==> src/rtl/apb_master_if.sv <==
// apb_master_if: bundles the command port, the response port and the APB4
// requester/completer signals of apb_master.
//   master modport : the apb_master side (consumes commands, drives APB).
//   slave modport  : the environment side (issues commands, acts as completer).
// Parameters: AW address width, DW data width, SW strobe width (DW/8).
interface apb_master_if #(
   parameter int AW = 32,
   parameter int DW = 32,
   parameter int SW = DW / 8
);
   // command port
   logic          cmd_valid;
   logic          cmd_ready;
   logic          cmd_write;
   logic [AW-1:0] cmd_addr;
   logic [DW-1:0] cmd_wdata;
   logic [SW-1:0] cmd_strb;
   logic [2:0]    cmd_prot;
   logic          cmd_nse;
   // response port
   logic          rsp_valid;
   logic          rsp_ready;
   logic [DW-1:0] rsp_rdata;
   logic          rsp_slverr;
   logic          rsp_timeout;
   // APB4 requester outputs
   logic [AW-1:0] PADDR;
   logic [2:0]    PPROT;
   logic          PNSE;
   logic          PSEL;
   logic          PENABLE;
   logic          PWRITE;
   logic [DW-1:0] PWDATA;
   logic [SW-1:0] PSTRB;
   // APB4 completer inputs
   logic [DW-1:0] PRDATA;
   logic          PREADY;
   logic          PSLVERR;

   modport master (
      input  cmd_valid, cmd_write, cmd_addr, cmd_wdata, cmd_strb, cmd_prot, cmd_nse,
      output cmd_ready,
      output rsp_valid, rsp_rdata, rsp_slverr, rsp_timeout,
      input  rsp_ready,
      output PADDR, PPROT, PNSE, PSEL, PENABLE, PWRITE, PWDATA, PSTRB,
      input  PRDATA, PREADY, PSLVERR
   );

   modport slave (
      output cmd_valid, cmd_write, cmd_addr, cmd_wdata, cmd_strb, cmd_prot, cmd_nse,
      input  cmd_ready,
      input  rsp_valid, rsp_rdata, rsp_slverr, rsp_timeout,
      output rsp_ready,
      input  PADDR, PPROT, PNSE, PSEL, PENABLE, PWRITE, PWDATA, PSTRB,
      output PRDATA, PREADY, PSLVERR
   );
endinterface

==> src/rtl/apb_master.sv <==
// apb_master: single-outstanding APB4 requester. A command accepted on the
// valid/ready command port becomes one SETUP/ACCESS transfer; the result is
// held on the valid/ready response port until consumed. A programmable
// wait-state limit aborts transfers whose completer never raises PREADY.
// Ports:
//   PCLK    - clock, rising edge
//   PRESETn - asynchronous active-low reset
//   bus     - apb_master_if.master: cmd_*, rsp_*, APB4 signals
// Parameters: AW, DW (multiple of 8), SW = DW/8, TIMEOUT (0 = no timeout).
module apb_master #(
   parameter int AW      = 32,
   parameter int DW      = 32,
   parameter int SW      = DW / 8,
   parameter int TIMEOUT = 16
) (
   input  logic          PCLK,
   input  logic          PRESETn,
   apb_master_if.master  bus
);

   // A zero TIMEOUT still needs a legal 1-bit counter.
   localparam int CW = (TIMEOUT > 0) ? $clog2(TIMEOUT + 1) : 1;
   localparam logic [CW-1:0] CNT_MAX = '1;
   localparam logic [CW-1:0] CNT_ONE = CW'(1);

   typedef enum logic [1:0] {IDLE, SETUP, ACCESS, RESP} state_e;

   state_e        state_q,   state_d;
   logic [AW-1:0] paddr_q,   paddr_d;
   logic [2:0]    pprot_q,   pprot_d;
   logic          pnse_q,    pnse_d;
   logic          pwrite_q,  pwrite_d;
   logic [DW-1:0] pwdata_q,  pwdata_d;
   logic [SW-1:0] pstrb_q,   pstrb_d;
   logic [DW-1:0] rdata_q,   rdata_d;
   logic          slverr_q,  slverr_d;
   logic          timeout_q, timeout_d;
   logic [CW-1:0] cnt_q,     cnt_d;

   always_ff @(posedge PCLK or negedge PRESETn) begin
      if (!PRESETn) begin
         state_q   <= IDLE;
         paddr_q   <= '0;
         pprot_q   <= '0;
         pnse_q    <= 1'b0;
         pwrite_q  <= 1'b0;
         pwdata_q  <= '0;
         pstrb_q   <= '0;
         rdata_q   <= '0;
         slverr_q  <= 1'b0;
         timeout_q <= 1'b0;
         cnt_q     <= '0;
      end else begin
         state_q   <= state_d;
         paddr_q   <= paddr_d;
         pprot_q   <= pprot_d;
         pnse_q    <= pnse_d;
         pwrite_q  <= pwrite_d;
         pwdata_q  <= pwdata_d;
         pstrb_q   <= pstrb_d;
         rdata_q   <= rdata_d;
         slverr_q  <= slverr_d;
         timeout_q <= timeout_d;
         cnt_q     <= cnt_d;
      end
   end

   always_comb begin
      state_d   = state_q;
      paddr_d   = paddr_q;
      pprot_d   = pprot_q;
      pnse_d    = pnse_q;
      pwrite_d  = pwrite_q;
      pwdata_d  = pwdata_q;
      pstrb_d   = pstrb_q;
      rdata_d   = rdata_q;
      slverr_d  = slverr_q;
      timeout_d = timeout_q;
      cnt_d     = cnt_q;
      case (state_q)
         IDLE: begin
            if (bus.cmd_valid) begin
               paddr_d  = bus.cmd_addr;
               pprot_d  = bus.cmd_prot;
               pnse_d   = bus.cmd_nse;
               pwrite_d = bus.cmd_write;
               // Reads drive zero data/strobes onto the bus.
               pwdata_d = bus.cmd_write ? bus.cmd_wdata : '0;
               pstrb_d  = bus.cmd_write ? bus.cmd_strb  : '0;
               state_d  = SETUP;
            end
         end
         SETUP: begin
            cnt_d   = '0;
            state_d = ACCESS;
         end
         ACCESS: begin
            if (bus.PREADY) begin
               // PREADY wins over a timeout landing on the same edge.
               rdata_d   = pwrite_q ? '0 : bus.PRDATA;
               slverr_d  = bus.PSLVERR;
               timeout_d = 1'b0;
               state_d   = RESP;
            end else begin
               if (cnt_q != CNT_MAX) cnt_d = cnt_q + CNT_ONE;
               // Abort on the TIMEOUT-th consecutive low edge.
               if (TIMEOUT != 0 && (int'(cnt_q) + 1 == TIMEOUT)) begin
                  rdata_d   = '0;
                  slverr_d  = 1'b1;
                  timeout_d = 1'b1;
                  state_d   = RESP;
               end
            end
         end
         RESP: begin
            if (bus.rsp_ready) state_d = IDLE;
         end
         default: state_d = IDLE;
      endcase
   end

   // Control outputs decode straight from state so reset drops PSEL/PENABLE at once.
   assign bus.cmd_ready   = (state_q == IDLE);
   assign bus.PSEL        = (state_q == SETUP) || (state_q == ACCESS);
   assign bus.PENABLE     = (state_q == ACCESS);
   assign bus.rsp_valid   = (state_q == RESP);
   assign bus.PADDR       = paddr_q;
   assign bus.PPROT       = pprot_q;
   assign bus.PNSE        = pnse_q;
   assign bus.PWRITE      = pwrite_q;
   assign bus.PWDATA      = pwdata_q;
   assign bus.PSTRB       = pstrb_q;
   assign bus.rsp_rdata   = rdata_q;
   assign bus.rsp_slverr  = slverr_q;
   assign bus.rsp_timeout = timeout_q;

endmodule

==> src/flat_wrapper.sv <==
// flat-port wrapper written by rule: the top's interface ports become plain ports
module apb_master_flat 
#(
   parameter int AW      = 32,
   parameter int DW      = 32,
   parameter int SW      = DW / 8,
   parameter int TIMEOUT = 16
)
  (PCLK, PRESETn, bus_cmd_valid, bus_cmd_write, bus_cmd_addr, bus_cmd_wdata, bus_cmd_strb, bus_cmd_prot, bus_cmd_nse, bus_cmd_ready, bus_rsp_valid, bus_rsp_rdata, bus_rsp_slverr, bus_rsp_timeout, bus_rsp_ready, bus_PADDR, bus_PPROT, bus_PNSE, bus_PSEL, bus_PENABLE, bus_PWRITE, bus_PWDATA, bus_PSTRB, bus_PRDATA, bus_PREADY, bus_PSLVERR);
  apb_master_if #(.AW(AW), .DW(DW), .SW(SW)) bus_i ();
  input  logic PCLK;
  input  logic PRESETn;
  input wire logic [$bits(bus_i.cmd_valid)-1:0] bus_cmd_valid;
  input wire logic [$bits(bus_i.cmd_write)-1:0] bus_cmd_write;
  input wire logic [$bits(bus_i.cmd_addr)-1:0] bus_cmd_addr;
  input wire logic [$bits(bus_i.cmd_wdata)-1:0] bus_cmd_wdata;
  input wire logic [$bits(bus_i.cmd_strb)-1:0] bus_cmd_strb;
  input wire logic [$bits(bus_i.cmd_prot)-1:0] bus_cmd_prot;
  input wire logic [$bits(bus_i.cmd_nse)-1:0] bus_cmd_nse;
  output wire logic [$bits(bus_i.cmd_ready)-1:0] bus_cmd_ready;
  output wire logic [$bits(bus_i.rsp_valid)-1:0] bus_rsp_valid;
  output wire logic [$bits(bus_i.rsp_rdata)-1:0] bus_rsp_rdata;
  output wire logic [$bits(bus_i.rsp_slverr)-1:0] bus_rsp_slverr;
  output wire logic [$bits(bus_i.rsp_timeout)-1:0] bus_rsp_timeout;
  input wire logic [$bits(bus_i.rsp_ready)-1:0] bus_rsp_ready;
  output wire logic [$bits(bus_i.PADDR)-1:0] bus_PADDR;
  output wire logic [$bits(bus_i.PPROT)-1:0] bus_PPROT;
  output wire logic [$bits(bus_i.PNSE)-1:0] bus_PNSE;
  output wire logic [$bits(bus_i.PSEL)-1:0] bus_PSEL;
  output wire logic [$bits(bus_i.PENABLE)-1:0] bus_PENABLE;
  output wire logic [$bits(bus_i.PWRITE)-1:0] bus_PWRITE;
  output wire logic [$bits(bus_i.PWDATA)-1:0] bus_PWDATA;
  output wire logic [$bits(bus_i.PSTRB)-1:0] bus_PSTRB;
  input wire logic [$bits(bus_i.PRDATA)-1:0] bus_PRDATA;
  input wire logic [$bits(bus_i.PREADY)-1:0] bus_PREADY;
  input wire logic [$bits(bus_i.PSLVERR)-1:0] bus_PSLVERR;
  assign bus_i.cmd_valid = bus_cmd_valid;
  assign bus_i.cmd_write = bus_cmd_write;
  assign bus_i.cmd_addr = bus_cmd_addr;
  assign bus_i.cmd_wdata = bus_cmd_wdata;
  assign bus_i.cmd_strb = bus_cmd_strb;
  assign bus_i.cmd_prot = bus_cmd_prot;
  assign bus_i.cmd_nse = bus_cmd_nse;
  assign bus_cmd_ready = bus_i.cmd_ready;
  assign bus_rsp_valid = bus_i.rsp_valid;
  assign bus_rsp_rdata = bus_i.rsp_rdata;
  assign bus_rsp_slverr = bus_i.rsp_slverr;
  assign bus_rsp_timeout = bus_i.rsp_timeout;
  assign bus_i.rsp_ready = bus_rsp_ready;
  assign bus_PADDR = bus_i.PADDR;
  assign bus_PPROT = bus_i.PPROT;
  assign bus_PNSE = bus_i.PNSE;
  assign bus_PSEL = bus_i.PSEL;
  assign bus_PENABLE = bus_i.PENABLE;
  assign bus_PWRITE = bus_i.PWRITE;
  assign bus_PWDATA = bus_i.PWDATA;
  assign bus_PSTRB = bus_i.PSTRB;
  assign bus_i.PRDATA = bus_PRDATA;
  assign bus_i.PREADY = bus_PREADY;
  assign bus_i.PSLVERR = bus_PSLVERR;
  apb_master #(.AW(AW), .DW(DW), .SW(SW), .TIMEOUT(TIMEOUT)) u_core (.PCLK(PCLK), .PRESETn(PRESETn), .bus(bus_i));
endmodule
==> config.mk <==
export PLATFORM = sky130hd
export DESIGN_NAME = apb_master_flat
export DESIGN_NICKNAME = d
export VERILOG_FILES = /design/src/rtl/apb_master_if.sv /design/src/rtl/apb_master.sv /design/src/flat_wrapper.sv
export SDC_FILE = /design/constraint.sdc
export NUM_CORES = 1
export LEC_CHECK = 0
export ABC_AREA = 1
export CAP_MARGIN = 20
export CORE_UTILIZATION = 42
export CTS_CLUSTER_DIAMETER = 60
export DETAILED_ROUTE_END_ITERATION = 10
export GPL_TIMING_DRIVEN = 0
export PLACE_DENSITY = 0.8
export SETUP_SLACK_MARGIN = 0.3
export SLEW_MARGIN = 20
export SYNTH_ARGS = -nofsm -noshare
export SYNTH_HDL_FRONTEND = slang
export SYNTH_SLANG_ARGS = --single-unit
==> constraint.sdc <==
create_clock -name PCLK -period 2.09 [get_ports PCLK]
set_clock_uncertainty 0.1 [all_clocks]
set_input_delay 0.418 -clock PCLK [delete_from_list [all_inputs] [get_ports PCLK]]
set_output_delay 0.418 -clock PCLK [all_outputs]
set_load 0.03 [all_outputs]
==> impl_metrics.yaml, run 1 <==
cts:
  clk_latency_ps: 410
  cts_buffer_depth: 2
  path_clk_slew_ps: 60
  cts-root-buf: "clkbuf_16"
  htree_levels: 4
  cts_made_buffers: 17
  cts_tree: "done"
  clock-sinks: 114
synth:
  synth_fp_nets: 641
  synth_area_um2: 4830
  yosys.area.top_type: "dfrtp_1"
  yosysUniqueCellTypes: 23
  synth-seq-cells: 114
  avgSynthCellArea_um2: 9.21
  ys_seq_area_share_pct: 59.1
  ys_warn_count: 0
  syn_inst: 524
  yosysTopAreaCellShare_pct: 59.1
  synth_area_leaders: "dfrtp_1 59%, nand2_1 21%, nand3_2 6.4%"
finish:
  drive_gt1_share_pct: 18.5
  insertedDiodeCount: 0
  design.final.nets: 906
  fill_cells: 818
  area_delta_synth_final_pct: 67.4
worst_hold_path:
  hold_end: "u_core.bus.PWDATA[1]"
  min_path_cells: 3
  hp-start: "bus_cmd_write"
  hp-class: "primary input to flop"
sta:
  final.setup.worst_slack_ps: 21.9
  fmax_ghz: 0.484
  finalCriticalPeriod_ps: 2070
  setup_viol: 0
  setup-tns-final_ps: 0
  final-hold-violation-count: 0
  worst_pin_slew_ps: 514
  drv_slew: 0
  rsz0062_at_grt: "true"
  slew_headroom_pct: 65.8
  post-route-period-util_pct: 99.0
global_routing:
  grt_pass1_vias: 4665
  grt_overflow: 0
  grt_max_degree: 76
  antenna_found_initial: 0
  track_usage_pct: 24.8
  grt_pass1_wl_um: 22500
route:
  drt-initial-drc-count: 230
  drt_drc_violations_left: 0
  first_pass_iters: 6
  vias: 4629
  ant_nets: 0
  wirelength_um: 14700
  via_per_inst: 4.91
  wl_per_cell_um: 15.7
place:
  dp_slack_ps: -74.8
  portBuffers: 220
  gp_congestion: 0.772
  dp_hpwl_um: 10100
setup_path:
  worstPathArrival_ps: 2260
  rr_worst_depth: 11
  rr_startpoint: "u_core.cnt_q[1]"
  ff2ff_setup_slack_ps: 20
  setup.worst_path.end_class: "flop"
  critPathKind: "flop to flop"
  critPathLaunchType: "flop"
  reg2reg_to: "u_core.bus.rsp_rdata[27]"
  cp_max_fo: 10
  worstPathRequired_ps: 2280
power_and_ir_drop:
  p_comb_share_pct: 45.2
  leakage_uw: 0.00422
  power_frac_seq_pct: 30.1
  p_switching_uw: 5330
  clockPowerShare_pct: 24.7
  p_sw_share_pct: 42.9
  power.density_nw_per_um2: 1540
  intPower_uw: 7100
  ir_drop_v: 0.000768
die:
  initial_core_util_pct: 43.8
  io_pins: 222
  fp-row-count: 38
  dieArea_um2: 11900
  coreArea_um2: 11000
  dieWidth_um: 109
  die_height_um: 109
run_status:
  status: "complete, no violations"
job:
  drv_cap: 0
==> final cells by class <==
class                           count  area [um^2]  area share (%)
Timing Repair Buffer              246         2350            29.1
Sequential cell                   114         2850            35.3
Multi-Input combinational cell    369         1840            22.8
Inverter                           13         51.3           0.635
Clock inverter                     13          185            2.29
Clock buffer                       19          443            5.48
Buffer                             28          180            2.23
Tap cell                          140          175            2.17
==> placed cells by master (no fill, tap or decap), drive strengths merged, types with 2 or more instances in the layout <==
cell,count
bufinv,4
nand3,44
clkinvlp,5
nand2,271
o21ai,37
buf,48
ha,6
dfrtp,114
o22ai,2
inv,13
clkdlybuf4s50,108
nand4,2
clkinv,4
dlygate4sd2,105
clkbuf,30
a21oi,2
nor2,4
==> power groups by stage <==
stage / combinational (uW) / clock [uW] / sequential [uW]
after CTS: 5560 / 3090 / 3730
after global routing: 6030 / 3200 / 3840
after global placement: 5930 / 0 / 3740
final: 5620 / 3070 / 3740
after detailed placement: 6060 / 0 / 3780
after floorplan: 1590 / 0 / 5530
==> worst max-delay path, cell delays in order (launching register included) <==
cell	delay [ps]
dfrtp_1	390
ha_2	200
nand2_2	80
nor2_2	40
ha_1	310
nand3_2	110
nor2_4	170
nand3_4	110
buf_12	170
buf_12	140
nand3_2	50
nand2_1	60
==> cells in the mapped netlist, drive strengths merged <==
library cell / count
ha: 6
a21boi: 1
nand4: 2
nand2: 271
o21ai: 37
o22ai: 2
dfrtp: 114
nor2: 4
nand3: 44
clkbuf: 3
a21oi: 2
buf: 25
inv: 13
==> registers in the layout, indices dropped and copies added, names as in the netlist, 2 cells and up <==
| register | cells |
|---|---|
| u_core.cnt_q | 5 |
| u_core.state_q | 2 |
| u_core.bus.PPROT | 3 |
| u_core.bus.PWDATA | 32 |
| u_core.bus.PADDR | 32 |
| u_core.bus.rsp_rdata | 32 |
| u_core.bus.PSTRB | 4 |
==> per-layer routing <==
metal  wire length, um  global-route usage, %  vias to the layer above
li1                  -                      -                     2187
met1              5800                   27.4                     2222
met2              7540                   44.0                      195
met3              1180                   8.19                       25
met4               228                   9.62                        0
met5                 0                      0                        -
==> cells by family after synthesis <==
logic type	after synthesis	synth area share, %
AND/OR/NAND/NOR	321	30.6
flip-flops	114	59.1
AO/OA/AOI/OAI	42	4.54
buffers and inverters	41	4.25
adder cells (fa/ha/maj)	6	1.56
==> stage by stage <==
stage | total power (uW) | instances | util [%] | hold WS [ps] | cell area, um^2
after CTS | 12400 | 939 | 72.5 | 241 | 8000
final | 12400 | 942 | 73.3 | 248 | 8080
after floorplan | 7120 | 524 | - | 22.4 | 4830
after global routing | 13100 | 942 | 73.3 | 262 | 8080
after global placement | 9660 | 884 | 65.3 | 362 | 7210
after detailed placement | 9840 | 885 | 65.6 | 251 | 7240
==> worst max-delay path by stage <==
stage / from / to / slack [ps]
floorplan: u_core.cnt_q[0] / u_core.bus.rsp_rdata[0] / 240
detailed placement: u_core.state_q[0] / bus_PENABLE / -70
finish: u_core.cnt_q[1] / u_core.bus.rsp_rdata[27] / 20
global placement: PRESETn / u_core.bus.PADDR[9] / -3780
global route: u_core.cnt_q[1] / u_core.state_q[1] / -30
CTS: u_core.state_q[0] / bus_PENABLE / 110
==> timing repair <==
action | in CTS | in global routing
cloned | 2 | 0
gates resized for setup | 151 | 28
pin swaps | 4 | 10
buffers inserted | 19 | 3
endpoints found under the setup margin | 210 | 94
hold buffers | 1 | 0
endpoints found under the hold margin | 39 | 0
No activity file was read; power rests on OpenSTA's default activity.
==> run 2: changes to the inputs <==
Clock period 2.09 ns to 2.1 ns, I/O delays scaled along.
==> impl_metrics.yaml, run 2 (same netlist as run 1, synthesis figures left out) <==
run_status:
  status: "complete, no violations"
cts:
  cts_buffer_depth: 2
  cts_tree: "done"
  htree_levels: 4
  cts-root-buf: "clkbuf_16"
  clk_latency_ps: 410
  clock-sinks: 114
  path_clk_slew_ps: 60
  cts_made_buffers: 17
finish:
  drive_gt1_share_pct: 18.2
  final_util_pct: 73.3
  seq_area_um2: 2850
  final_cells: 942
  final_cell_mix: "259 x nand2_1, 113 x dfrtp_1, 108 x clkdlybuf4s50_1"
  multiInputGateArea_um2: 1840
  insertedDiodeCount: 0
  layout_commonest_cell: "nand2_1"
  fill_cells: 819
  design.final.nets: 906
  area_delta_synth_final_pct: 67.4
worst_hold_path:
  hold_end: "u_core.bus.PWDATA[1]"
  hp-start: "bus_cmd_write"
  min_path_cells: 3
  hp-class: "primary input to flop"
setup_path:
  rr_startpoint: "u_core.cnt_q[1]"
  critPathKind: "flop to flop"
  critPathLaunchType: "flop"
  ff2ff_setup_slack_ps: 40
  worstPathRequired_ps: 2290
  cp_max_fo: 10
  setup.worst_path.end_class: "flop"
  rr_worst_depth: 11
  worstPathArrival_ps: 2260
  reg2reg_to: "u_core.bus.rsp_rdata[27]"
place:
  portBuffers: 220
  dp_slack_ps: -66.8
  dp_hpwl_um: 10100
  dpl.cell_count: 885
  gp_congestion: 0.772
sta:
  final.setup.worst_slack_ps: 35.6
  fmax_ghz: 0.484
  slew_headroom_pct: 66.1
  finalCriticalPeriod_ps: 2060
  setup_viol: 0
  worst_pin_slew_ps: 508
  post-route-period-util_pct: 98.3
  drv_slew: 0
  final-hold-violation-count: 0
  rsz0062_at_grt: "true"
global_routing:
  antenna_found_initial: 0
  grt_max_degree: 76
  track_usage_pct: 24.8
  grt_overflow: 0
  grt_pass1_vias: 4665
  grt_pass1_wl_um: 22500
route:
  vias: 4648
  first_pass_iters: 4
  drt_drc_violations_left: 0
  drt-initial-drc-count: 225
  ant_nets: 0
  wirelength_um: 14800
  wl_per_cell_um: 15.7
  via_per_inst: 4.93
die:
  coreArea_um2: 11000
  dieWidth_um: 109
  fp-row-count: 38
  io_pins: 222
  die_height_um: 109
  initial_core_util_pct: 43.8
  dieArea_um2: 11900
power_and_ir_drop:
  finalPower_uw: 12400
  leakage_uw: 0.00422
  ir_drop_v: 0.000764
  power.density_nw_per_um2: 1530
job:
  drv_cap: 0
==> run 2: cell count changes in the layout (fill, tap and decap cells not counted) <==
cell	change
clkbuf_2	-2
buf_1	+1
clkbuf_1	+1
==> run 2: how the worst max path moves through the flow <==
| stage | startpoint | end | slack (ps) | cells after the start |
|---|---|---|---|---|
| 3_5_place_dp | u_core.state_q[0] | bus_PENABLE | -70 | 3 |
| 6_report | u_core.cnt_q[1] | u_core.bus.rsp_rdata[27] | 40 | 11 |
| 2_1_floorplan | u_core.cnt_q[0] | u_core.bus.rsp_rdata[0] | 250 | 10 |
| 4_1_cts | u_core.state_q[0] | bus_PENABLE | 120 | 3 |
| 5_1_grt | u_core.cnt_q[1] | u_core.state_q[1] | -20 | 13 |
| 3_3_place_gp | PRESETn | u_core.bus.PADDR[9] | -3770 | 1 |
==> run 2: layout make-up <==
class,instances,area share [%]
buffer,28,2.20
clock buffer,19,5.48
clock inverter,13,2.29
inverter,13,0.635
multi-input combinational,369,22.8
sequential,114,35.3
tap,140,2.17
timing repair buffer,246,29.1
==> run 2: report_power, final <==
group          internal, uW  switching [uW]  total [uW]
clock network          2010            1040        3050
registers              3150             573        3720
logic                  1900            3690        5590
total                  7060            5310       12400
==> run 2: through the flow <==
stage	hold WS, ps	setup TNS [ps]	area (um^2)
after detailed placement	253	-66.8	7240
after global routing	264	-226	8080
after CTS	243	0	8000
after floorplan	24.4	0	4830
final	250	0	8080
after global placement	362	-428570	7210
==> run 2: layer usage <==
metal,GRT usage [%],part of all wire [%],up-vias
met2,44.0,51,208
met5,0,0,-
met3,8.19,8.3,34
met1,27.4,39,2222
li1,-,-,2184
met4,9.62,2.1,0
==> run 2: worst max-delay path: stages (launching register included) <==
cell	delay (ps)
dfrtp_1	390
ha_2	200
nand2_2	80
nor2_2	40
ha_1	310
nand3_2	110
nor2_4	170
nand3_4	110
buf_12	170
buf_12	140
nand3_2	50
nand2_1	60
==> run 2: repair_timing <==
item / 4_1_cts / 5_1_grt
endpoints found under the hold margin: 39 / 0
endpoints found under the setup margin: 203 / 92
gates cloned: 2 / 0
buffers inserted: 19 / 3
pin swaps: 4 / 10
gates resized for setup: 151 / 25
hold buffers: 1 / 0
